### config.mk
export PLATFORM = sky130hd
export DESIGN_NAME = muldiv_unit
export DESIGN_NICKNAME = d
export VERILOG_FILES = /design/src/rtl/muldiv_unit_pkg.sv /design/src/rtl/muldiv_step.sv /design/src/rtl/muldiv_unit.sv
export SDC_FILE = /design/constraint.sdc
export NUM_CORES = 1
export LEC_CHECK = 0
export BUFFER_PORTS_ARGS = -buffer_cell sky130_fd_sc_hd__buf_4
export CAP_MARGIN = 10
export CORE_UTILIZATION = 55
export CTS_CLUSTER_DIAMETER = 120
export CTS_CLUSTER_SIZE = 30
export DETAILED_ROUTE_END_ITERATION = 6
export HOLD_SLACK_MARGIN = 0.08
export PLACE_DENSITY = 0.73
export SETUP_SLACK_MARGIN = 0.4
export SYNTH_ARGS = -nofsm -noshare
export SYNTH_HDL_FRONTEND = slang
export SYNTH_HIERARCHICAL = 1
export SYNTH_SLANG_ARGS = --single-unit
### constraint.sdc
create_clock -name clk -period 5.2 [get_ports clk]
set_input_delay 1.04 -clock clk [delete_from_list [all_inputs] [get_ports clk]]
set_output_delay 1.04 -clock clk [all_outputs]
set_load 0.005 [all_outputs]
### src/rtl/muldiv_unit_pkg.sv
// Shared definitions for the RV32M multiply/divide unit: funct3 codes, decode
// constants, FSM state encodings and small helpers.
package muldiv_unit_pkg;

    localparam logic [2:0] M_MUL    = 3'b000;
    localparam logic [2:0] M_MULH   = 3'b001;
    localparam logic [2:0] M_MULHSU = 3'b010;
    localparam logic [2:0] M_MULHU  = 3'b011;
    localparam logic [2:0] M_DIV    = 3'b100;
    localparam logic [2:0] M_DIVU   = 3'b101;
    localparam logic [2:0] M_REM    = 3'b110;
    localparam logic [2:0] M_REMU   = 3'b111;

    localparam logic [6:0] OPCODE_M_ALU  = 7'b0110011;
    localparam logic [6:0] FUNCT7_MULDIV = 7'b0000001;

    typedef enum logic [1:0] {
        MULDIV_ST_IDLE = 2'd0,
        MULDIV_ST_CALC = 2'd1,
        MULDIV_ST_FIX  = 2'd2,
        MULDIV_ST_DONE = 2'd3
    } muldiv_state_t;

    function automatic logic is_muldiv(input logic [6:0] opcode, input logic [6:0] funct7);
        return (opcode == OPCODE_M_ALU) && (funct7 == FUNCT7_MULDIV);
    endfunction

    // Magnitude of a value that is two's complement only when sgn is set.
    function automatic logic [31:0] mag32(input logic [31:0] v, input logic sgn);
        return (sgn && v[31]) ? (~v + 32'd1) : v;
    endfunction

endpackage

### src/rtl/muldiv_step.sv
// One iteration on the {hi,lo} accumulator: shift-add for multiply,
// restoring trial-subtract for divide.
module muldiv_step (
    input  logic        is_div,
    input  logic [32:0] hi,
    input  logic [31:0] lo,
    input  logic [32:0] opnd,
    output logic [32:0] hi_next,
    output logic [31:0] lo_next
);

    logic [33:0] sum;
    logic [32:0] shifted;
    logic [33:0] diff;

    always_comb begin
        sum     = {hi[32], hi} + (lo[0] ? {opnd[32], opnd} : 34'd0);
        shifted = {hi[31:0], lo[31]};
        diff    = {1'b0, shifted} - {1'b0, opnd};
        hi_next = sum[33:1];
        lo_next = {sum[0], lo[31:1]};
        if (is_div) begin
            if (!diff[33]) begin
                hi_next = diff[32:0];
                lo_next = {lo[30:0], 1'b1};
            end else begin
                hi_next = shifted;
                lo_next = {lo[30:0], 1'b0};
            end
        end
    end

endmodule

### src/rtl/muldiv_unit.sv
// Iterative RV32M multiply/divide unit with start/busy/done handshake.
// Optional MULDIV_FAST_MUL_EN: multiplies use a single-cycle hard multiplier.
module muldiv_unit
    import muldiv_unit_pkg::*;
#(
    parameter int XLEN = 32
) (
    input  logic            clk,
    input  logic            rst,
    input  logic            start,
    input  logic [2:0]      funct3,
    input  logic [XLEN-1:0] read1,
    input  logic [XLEN-1:0] read2,
    output logic            busy,
    output logic            done,
    output logic [XLEN-1:0] out
);

    muldiv_state_t state, state_next;

    logic [4:0]  cnt;
    logic [2:0]  op_r;
    logic [31:0] a_r, b_r;
    logic [32:0] hi_r, opnd_r, hi_next;
    logic [31:0] lo_r, lo_next;
    logic        neg_q, neg_r;
    logic [31:0] res_r, res_fix, mul_lo, mul_hi;
    logic        accept, fast_path;

    assign accept = start && (state == MULDIV_ST_IDLE) && !done;
    assign busy   = (state != MULDIV_ST_IDLE) || done;

`ifdef MULDIV_FAST_MUL_EN
    assign fast_path = !funct3[2];
`else
    assign fast_path = 1'b0;
`endif

    muldiv_step u_step (
        .is_div  (op_r[2]),
        .hi      (hi_r),
        .lo      (lo_r),
        .opnd    (opnd_r),
        .hi_next (hi_next),
        .lo_next (lo_next)
    );

    always_ff @(posedge clk) begin
        if (rst) state <= MULDIV_ST_IDLE;
        else     state <= state_next;
    end

    always_comb begin
        state_next = state;
        case (state)
            MULDIV_ST_IDLE: if (accept) state_next = fast_path ? MULDIV_ST_FIX : MULDIV_ST_CALC;
            MULDIV_ST_CALC: if (cnt == 5'd0) state_next = MULDIV_ST_FIX;
            MULDIV_ST_FIX:  state_next = MULDIV_ST_DONE;
            MULDIV_ST_DONE: state_next = MULDIV_ST_IDLE;
            default:        state_next = MULDIV_ST_IDLE;
        endcase
    end

    // The accumulator holds a*b_unsigned; a negative signed multiplier is
    // corrected afterwards by subtracting a from the high word.
    always_comb begin
`ifdef MULDIV_FAST_MUL_EN
        logic [32:0] ea, eb;
        logic [63:0] prod;
        ea     = {(op_r[1:0] != 2'b11) & a_r[31], a_r};
        eb     = {(op_r[1:0] == 2'b01) & b_r[31], b_r};
        prod   = $signed({{31{ea[32]}}, ea}) * $signed({{31{eb[32]}}, eb});
        mul_lo = prod[31:0];
        mul_hi = prod[63:32];
`else
        mul_lo = lo_r;
        mul_hi = hi_r[31:0] - (((op_r == M_MULH) && b_r[31]) ? a_r : 32'd0);
`endif
        res_fix = '0;
        case (op_r)
            M_MUL:                      res_fix = mul_lo;
            M_MULH, M_MULHSU, M_MULHU:  res_fix = mul_hi;
            M_DIV, M_DIVU:  res_fix = (b_r == 32'd0) ? 32'hFFFF_FFFF
                                      : (neg_q ? (~lo_r + 32'd1) : lo_r);
            M_REM, M_REMU:  res_fix = (b_r == 32'd0) ? a_r
                                      : (neg_r ? (~hi_r[31:0] + 32'd1) : hi_r[31:0]);
            default:        res_fix = '0;
        endcase
    end

    always_ff @(posedge clk) begin
        if (rst) begin
            done   <= 1'b0;
            out    <= '0;
            cnt    <= '0;
            op_r   <= '0;
            a_r    <= '0;
            b_r    <= '0;
            hi_r   <= '0;
            lo_r   <= '0;
            opnd_r <= '0;
            neg_q  <= 1'b0;
            neg_r  <= 1'b0;
            res_r  <= '0;
        end else begin
            done <= (state == MULDIV_ST_DONE);
            case (state)
                MULDIV_ST_IDLE: begin
                    if (accept) begin
                        op_r <= funct3;
                        a_r  <= read1;
                        b_r  <= read2;
                        cnt  <= 5'd31;
                        hi_r <= '0;
                        if (funct3[2]) begin
                            lo_r   <= mag32(read1, !funct3[0]);
                            opnd_r <= {1'b0, mag32(read2, !funct3[0])};
                            neg_q  <= !funct3[0] && (read1[31] ^ read2[31]);
                            neg_r  <= !funct3[0] && read1[31];
                        end else begin
                            lo_r   <= read2;
                            opnd_r <= {(funct3[1:0] != 2'b11) & read1[31], read1};
                            neg_q  <= 1'b0;
                            neg_r  <= 1'b0;
                        end
                    end
                end
                MULDIV_ST_CALC: begin
                    hi_r <= hi_next;
                    lo_r <= lo_next;
                    cnt  <= cnt - 5'd1;
                end
                MULDIV_ST_FIX:  res_r <= res_fix;
                MULDIV_ST_DONE: out   <= res_r;
                default: ;
            endcase
        end
    end

endmodule

==> Implementation_results.wiki, run 1 <==
{| class="wikitable"
! Metric !! Value
|-
| Detail-routed net length per standard cell || 22.9 microns
|-
| Post-synth top flop || sky130_fd_sc_hd__dfxtp_1
|-
| Weighted congestion reported at the end of routability-driven placement || 1.05
|-
| Standard cell area after detailed placement || 20400 sq um
|-
| Cts hold-fix bufs || 0
|-
| Final worst slack || 1120 ps
|-
| CTS resizes || 0
|-
| Buffers inserted by post-CTS timing repair || 0
|-
| Unrepaired setup endpoints after global routing || false
|-
| CP startpoint kind || flip-flop
|-
| Internal power || 0.00454 W
|-
| Detailed router's first-iteration violation count || 2381
|-
| Pre-CTS WS || 1310 ps
|-
| Cts bufs inserted || 12
|-
| Minimum clock period || 4080 ps
|-
| TritonCTS clock tree || built
|-
| Register bit count reported by yosys || 239
|-
| Proportion of synthesized chip area in sequential cells || 24.7%
|-
| Required time reported for the critical path endpoint || 5540 ps
|-
| Vias || 20500
|-
| Register clock-pin slew on the reported worst setup and hold paths || 120 ps
|-
| Post-synth top area share || 24.7%
|-
| Detailed-routing iteration count for the pre-antenna-repair pass || 6
|-
| Maximum root-to-sink buffer count || 3
|-
| Number of nets in the synthesized netlist || 2835
|-
| Slowest library cell on the worst path || sky130_fd_sc_hd__a2111oi_0
|-
| Final sum of negative setup slack || 0 ps
|-
| Status || completed
|-
| Layout Skew || 40.0 ps
|-
| Remaining Overflow, GRT || 0
|-
| Number of setup violations in the final report || 0
|-
| CTS root buf || sky130_fd_sc_hd__clkbuf_16
|-
| Overall die height || 190 microns
|-
| Die Span X || 190 microns
|-
| Warnings, synthesis || 6
|-
| Count of flip-flops with a built-in enable after synthesis || 0
|-
| Share of async-settable or async-resettable flops after synthesis || 0%
|-
| Cells along the critical path || nor4bb_4 -> buf_4 -> nand2_1 -> ha_1 -> a21oi_1 -> nand2_1 -> o21ai_0 -> o21bai_1 -> a31oi_1 -> xnor2_1 -> a2111oi_0 -> a2111oi_0
|-
| Post-route DRC || 0
|-
| I/O pin count || 104
|-
| Filler cell count || 3301
|-
| Effective utilization at floorplan || 55.9%
|-
| Pin count of the biggest net entering global routing || 131
|-
| Kind of critical path || flip-flop to flip-flop
|-
| Core Area || 34600 sq um
|-
| Worst slew slack as a fraction of its limit || 12.8%
|-
| Ratio of cells with drive above 1 in the final layout || 8.21%
|-
| Sequential Power Share || 31.8%
|-
| Post-Syn Area || 19400 sq um
|-
| Maximum fanout along the worst path || 13
|-
| Static power due to leakage || 8.19 nW
|-
| FMAX || 245 MHz
|-
| Estimated wirelength of the detail-placed design || 53100 microns
|-
| Hold Violations, Final || 0
|-
| Number of nets in the finished design || 2814
|-
| Largest area contributor in the synthesized netlist || sky130_fd_sc_hd__dfxtp_1
|-
| Synth area leaders || sky130_fd_sc_hd__dfxtp_1 (25%), sky130_fd_sc_hd__a21oi_1 (7.5%), sky130_fd_sc_hd__ha_1 (7.3%), sky130_fd_sc_hd__nor2_1 (6.9%), sky130_fd_sc_hd__nand2_1 (5.8%)
|-
| Overall global routing resource usage || 38.3%
|-
| CP Data Arrival Time || 4430 ps
|-
| Comb pwr share || 55.8%
|-
| Clock latency at the later pin of the worst-skew pair || 530 ps
|-
| Critical path's largest stage delay || 840 ps
|-
| Final Instance Area || 20700 sq um
|-
| Type of the worst min-delay path || flip-flop to flip-flop
|-
| Area grow syn2layout || 7.10%
|-
| Power density cells || 434 nW/um^2
|-
| Buffers added on ports || 103
|-
| Number of antenna violations at the first check in global routing || 0
|-
| Site row count || 68
|-
| Number of max-capacitance violations reported || 0
|-
| Distinct cell type count of the synthesized netlist || 84
|-
| Count of buffering cells on the critical path with inverters included || 1
|-
| NetSw || 0.00447 W
|-
| Kind of end point of the critical path || flip-flop
|-
| Global-route wire length before repair || 108000 microns
|-
| Max-slew violations || 0
|-
| Post-synthesis area per instance || 7.31 sq um
|-
| Most common library cells after synthesis || sky130_fd_sc_hd__nor2_1 (356), sky130_fd_sc_hd__nand2_1 (297), sky130_fd_sc_hd__a21oi_1 (292)
|-
| Vias in the first global route || 18700
|-
| Transition time of the tightest slew-check pin || 1310 ps
|-
| Number of levels the H-tree was split into || 1
|-
| Antenna Nets Post-Route || 0
|-
| Vias per std cell || 6.62
|-
| Cell family contributing the most delay on the critical path || compound AO/OA/AOI/OAI gates
|-
| Most instantiated library cell after synthesis || sky130_fd_sc_hd__nor2_1
|-
| Area enclosed by the die boundary || 36000 sq um
|-
| Final period util || 78.5%
|-
| Clock power frac || 12.5%
|-
| Maximum resistive drop on vdd || 0.000451 V
|-
| Clock sink count || 239
|-
| Net switching share of the total power || 49.6%
|-
| Detailed-route wire length || 70600 microns
|-
| Number of instances in the synthesized netlist || 2649
|}
==> layout by cell type, fill, tap and decap left out, types with 8 or more instances in the layout <==
cell type and instances:
sky130_fd_sc_hd__a21oi_1 291, sky130_fd_sc_hd__or3_1 20, sky130_fd_sc_hd__o22ai_1 13, sky130_fd_sc_hd__a31oi_1 22
sky130_fd_sc_hd__nand2b_1 24, sky130_fd_sc_hd__o31ai_1 33, sky130_fd_sc_hd__a22oi_1 36, sky130_fd_sc_hd__a311oi_1 17
sky130_fd_sc_hd__o21bai_1 14, sky130_fd_sc_hd__a221oi_1 10, sky130_fd_sc_hd__nand4_1 15, sky130_fd_sc_hd__a21o_1 35
sky130_fd_sc_hd__nor2_1 355, sky130_fd_sc_hd__nor2b_1 17, sky130_fd_sc_hd__a211oi_1 108, sky130_fd_sc_hd__nand2_1 297
sky130_fd_sc_hd__nor4_1 23, sky130_fd_sc_hd__nand3_1 27, sky130_fd_sc_hd__ha_1 111, sky130_fd_sc_hd__o41ai_1 15
sky130_fd_sc_hd__clkbuf_16 12, sky130_fd_sc_hd__dfxtp_1 238, sky130_fd_sc_hd__a2111oi_0 19, sky130_fd_sc_hd__mux2i_1 49
sky130_fd_sc_hd__mux2_2 31, sky130_fd_sc_hd__and3_1 12, sky130_fd_sc_hd__and2_1 36, sky130_fd_sc_hd__o21ai_1 10
sky130_fd_sc_hd__xnor2_1 95, sky130_fd_sc_hd__xor2_1 93, sky130_fd_sc_hd__or4_1 16, sky130_fd_sc_hd__or2_2 8
sky130_fd_sc_hd__o211ai_1 24, sky130_fd_sc_hd__inv_1 82, sky130_fd_sc_hd__o21ai_0 118, sky130_fd_sc_hd__o21a_1 17
sky130_fd_sc_hd__buf_4 129, sky130_fd_sc_hd__nor3_1 53
==> per-stage QoR <==
| stage | power (W) | cells | util, % | hold WS (ps) |
|---|---|---|---|---|
| global route | 0.00952 | 3087 | 59.9 | 480 |
| finish | 0.00900 | 3088 | 59.9 | 463 |
| global placement | 0.00766 | 3069 | 58.9 | 444 |
| CTS | 0.00887 | 3087 | 59.9 | 466 |
| floorplan | 0.00622 | 2649 | - | 436 |
| detailed placement | 0.00774 | 3069 | 58.9 | 448 |
==> registers in the layout, indices dropped and copies added, names as in the netlist <==
signal / count
cnt: 5
neg_q: 1
lo_r: 32
out: 32
op_r: 3
res_r: 32
done: 1
state: 2
b_r: 32
hi_r: 33
neg_r: 1
a_r: 32
opnd_r: 33
==> final timing paths <==
| path | end | cells after the start | from | slack (ps) |
|---|---|---|---|---|
| worst max-delay path | res_r[13] | 12 | op_r[0] | 1120 |
| worst min-delay path | b_r[10] | 2 | b_r[10] | 460 |
| worst max register to register | res_r[13] | 12 | op_r[0] | 1120 |
| worst min register to register | b_r[10] | 2 | b_r[10] | 460 |
==> cell families (layout without fill, tap and decap cells) <==
| kind of cell | after synthesis | count (layout) | synth area share, % |
|---|---|---|---|
| AND/OR/NAND/NOR | 932 | 932 | 21.6 |
| other | 0 | 1 | 0 |
| buffers and inverters | 249 | 232 | 4.90 |
| AO/OA/AOI/OAI | 845 | 845 | 28.3 |
| adder cells (fa/ha/maj) | 116 | 116 | 7.61 |
| XOR/XNOR | 188 | 188 | 8.50 |
| flip-flops | 239 | 239 | 24.7 |
| multiplexers | 80 | 80 | 4.33 |
==> worst min-delay path: cells and delay by family, from the launching register on <==
family / cells / cell delay, ps
flip-flops: 1 / 330
AND/OR/NAND/NOR: 1 / 50
AO/OA/AOI/OAI: 1 / 50
==> per-layer routing <==
metal | global-route usage, % | share of wire (%) | up-vias
met5 | 0 | 0 | -
met4 | 19.1 | 5.5 | 0
met3 | 4.43 | 9.1 | 184
met2 | 60.4 | 44 | 1077
met1 | 51.7 | 41 | 9693
li1 | - | - | 9500
==> final cells by class <==
class	instances	area (sq um)	area share [%]
diodes	1	2.50	0.0121
clock buffers	13	304	1.47
clock inverters	5	57.6	0.277
inverters	82	308	1.48
multi-input cells	2161	13700	66.0
flip-flops and latches	239	4790	23.1
well taps	455	569	2.74
repair buffers	132	1020	4.91
==> power by group through the flow <==
| stage | Combinational [W] | Clock, W | Sequential (W) |
|---|---|---|---|
| after floorplan | 0.00367 | 0 | 0.00255 |
| after global placement | 0.00482 | 0 | 0.00284 |
| after detailed placement | 0.00489 | 0 | 0.00286 |
| after CTS | 0.00491 | 0.00114 | 0.00281 |
| after global routing | 0.00545 | 0.00119 | 0.00288 |
| final | 0.00502 | 0.00112 | 0.00286 |
Note: power is estimated with default switching activity, not from simulation.
==> inputs of run 2 (changes only) <==
==> constraint.sdc (replaced) <==
create_clock -name clk -period 4.3 [get_ports clk]
set_input_delay 0.86 -clock clk [delete_from_list [all_inputs] [get_ports clk]]
set_output_delay 0.86 -clock clk [all_outputs]
set_load 0.005 [all_outputs]
==> run 2 against run 1 <==
  * Sequential power rose by 19%
  * Routed wire length rose by 1.2%
  * Critical path depth increased by 1
  * Total power is 23% higher
  * Global-route usage increased by 0.53 points
  * First-iteration DRC count is 1.8% higher
  * Utilization is 0.59 points higher
  * Die area unchanged
  * Via count is 0.33% lower
  * Clock skew decreased by 20 ps
  * Critical path type unchanged
  * Largest power group unchanged
==> Implementation_results.wiki, run 2 (synthesis gave the netlist of run 1 again) <==
{| class="wikitable"
! Metric !! Value
|-
| Status || completed
|-
| Filler cell count || 3333 (+0.97%)
|-
| Post-route DRC || 0 (unchanged)
|-
| Maximum root-to-sink buffer count || 3 (unchanged)
|-
| Minimum clock period || 3710 ps (-377 ps)
|-
| Internal power || 0.00563 W (+24%)
|-
| Vias per std cell || 6.57 (-0.75%)
|-
| Estimated wirelength of the detail-placed design || 53900 microns (+1.5%)
|-
| Remaining Overflow, GRT || 0 (unchanged)
|-
| Most common cell after layout, fill and taps aside || sky130_fd_sc_hd__nor2_1
|-
| Maximum resistive drop on vdd || 0.000436 V (-3.2%)
|-
| Site row count || 68 (unchanged)
|-
| Top flop regs || hi_r x33, opnd_r x33
|-
| Worst slew slack as a fraction of its limit || 32.8% (+20 points)
|-
| Antenna Nets Post-Route || 0 (unchanged)
|-
| Effective utilization at floorplan || 55.9% (unchanged)
|-
| Number of max-capacitance violations reported || 0 (unchanged)
|-
| Ratio of cells with drive above 1 in the final layout || 9.19% (+0.98 points)
|-
| Power density cells || 526 nW/um^2 (+21%)
|-
| Detailed-routing iteration count for the pre-antenna-repair pass || 5 (-1)
|-
| Final period util || 86.2% (+7.7 points)
|-
| Number of nets in the finished design || 2826 (+0.43%)
|-
| Final sum of negative setup slack || 0 ps (unchanged)
|-
| Detail-routed net length per standard cell || 23.0 microns (+0.73%)
|-
| Buffers added on ports || 103 (unchanged)
|-
| Final worst slack || 594 ps (-523 ps)
|-
| Overall Power || 0.0110 W (+23%)
|-
| Register clock-pin slew on the reported worst setup and hold paths || 120 ps (about the same)
|-
| Cts bufs inserted || 12 (unchanged)
|-
| Number of levels the H-tree was split into || 1 (unchanged)
|-
| Comb pwr share || 56.3% (+0.5 points)
|-
| Core Area || 34600 sq um (unchanged)
|-
| Most used cells in the layout excluding fill and tap cells || sky130_fd_sc_hd__nor2_1 (355), sky130_fd_sc_hd__nand2_1 (297), sky130_fd_sc_hd__a21oi_1 (291)
|-
| FMAX || 270 MHz (+10%)
|-
| Sequential Power Share || 30.9% (-0.9 points)
|-
| Static power due to leakage || 8.29 nW (+1.2%)
|-
| Layout Skew || 19.8 ps (-20.2 ps)
|-
| Number of setup violations in the final report || 0 (unchanged)
|-
| TritonCTS clock tree || built
|-
| Number of antenna violations at the first check in global routing || 0 (unchanged)
|-
| CTS root buf || sky130_fd_sc_hd__clkbuf_16
|-
| Weighted congestion reported at the end of routability-driven placement || 1.02 (-2.2%)
|-
| Maximum fanout along the worst path || 31 (+18)
|-
| Detailed-route wire length || 71400 microns (+1.2%)
|-
| Clock power frac || 12.8% (+0.3 points)
|-
| I/O pin count || 104 (unchanged)
|-
| Hold Violations, Final || 0 (unchanged)
|-
| Vias in the first global route || 18700 (unchanged)
|-
| Required time reported for the critical path endpoint || 4680 ps (-860 ps)
|-
| Kind of critical path || flip-flop to flip-flop
|-
| Overall global routing resource usage || 38.8% (+0.53 points)
|-
| Max-slew violations || 0 (unchanged)
|-
| Kind of end point of the critical path || flip-flop
|-
| CP Data Arrival Time || 4090 ps (-340 ps)
|-
| Type of the worst min-delay path || flip-flop to flip-flop
|-
| Vias || 20400 (-0.33%)
|-
| CP startpoint kind || flip-flop
|-
| Final core area utilization || 60.5% (+0.59 points)
|-
| Clock sink count || 239 (unchanged)
|-
| Transition time of the tightest slew-check pin || 1010 ps (-300 ps)
|-
| Global-route wire length before repair || 109000 microns (+1.4%)
|-
| Die Span X || 190 microns (unchanged)
|-
| Net switching share of the total power || 49.0% (-0.65 points)
|-
| NetSw || 0.00540 W (+21%)
|-
| Pin count of the biggest net entering global routing || 100 (-24%)
|-
| Detailed router's first-iteration violation count || 2425 (+1.8%)
|-
| Unrepaired setup endpoints after global routing || false
|-
| Overall die height || 190 microns (unchanged)
|-
| Clock latency at the later pin of the worst-skew pair || 520 ps (about the same)
|-
| Area grow syn2layout || 8.15%
|-
| Area enclosed by the die boundary || 36000 sq um (unchanged)
|-
| Pre-CTS WS || 409 ps (-903 ps)
|}
==> run 2: metrics by stage <==
step | cell area (sq um) | hold slack (ps) | std cells
floorplan | 19400 | 436 | 2649
global placement | 20500 | 444 | 3080
detailed placement | 20500 | 448 | 3080
CTS | 20900 | 463 | 3098
global route | 20900 | 482 | 3099
finish | 21000 | 461 | 3101
==> run 2: critical path: stages (launching register included) <==
cell and delay, ps:
sky130_fd_sc_hd__dfxtp_1 390, sky130_fd_sc_hd__nor4bb_4 400, sky130_fd_sc_hd__buf_12 240, sky130_fd_sc_hd__nand2_1 100, sky130_fd_sc_hd__ha_1 400, sky130_fd_sc_hd__and3_1 260, sky130_fd_sc_hd__nor2b_1 160, sky130_fd_sc_hd__o2111ai_1 200
sky130_fd_sc_hd__a31oi_2 320, sky130_fd_sc_hd__a21oi_1 120, sky130_fd_sc_hd__o21ai_1 210, sky130_fd_sc_hd__xnor2_1 180, sky130_fd_sc_hd__a2111oi_2 460, sky130_fd_sc_hd__a2111oi_0 110
==> run 2: path summary, 6_finish.rpt <==
path | from | to | slack [ps] | cells after the start
setup / recovery | b_r[31] | res_r[25] | 590 | 13
hold / removal | b_r[28] | b_r[28] | 460 | 2
setup reg to reg | b_r[31] | res_r[25] | 590 | 13
hold reg to reg | b_r[28] | b_r[28] | 460 | 2
==> run 2: power by group through the flow <==
stage	sequential [W]	clock (W)	combinational, W
finish	0.00341	0.00141	0.00621
detailed placement	0.00342	0	0.00599
global route	0.00345	0.00150	0.00676
CTS	0.00336	0.00142	0.00602
floorplan	0.00308	0	0.00444
global placement	0.00340	0	0.00592
==> run 2: repair_timing <==
item,CTS,global route
hold buffers,0,0
setup buffers,0,0
resized for setup,1,19
pin swaps,0,4
endpoints found under the setup margin,2,13
==> run 2: cell type report <==
type                            count  area, sq um  share of cell area (%)
Tap cell                          455          569                    2.72
Timing Repair Buffer              144         1150                    5.51
Inverter                           82          308                    1.47
Antenna cell                        2         5.00                  0.0239
Clock buffer                       15          343                    1.64
Clock inverter                      3         33.8                   0.161
Sequential cell                   239         4800                    22.9
Multi-Input combinational cell   2161        13700                    65.6
==> run 2: layer usage <==
layer / vias to the layer above / track usage (%) / wire, microns
met3: 207 / 6.33 / 6660
met1: 9652 / 52.6 / 29700
met4: 0 / 18.6 / 3850
li1: 9510 / - / -
met5: - / 0 / 0
met2: 1018 / 59.9 / 31200
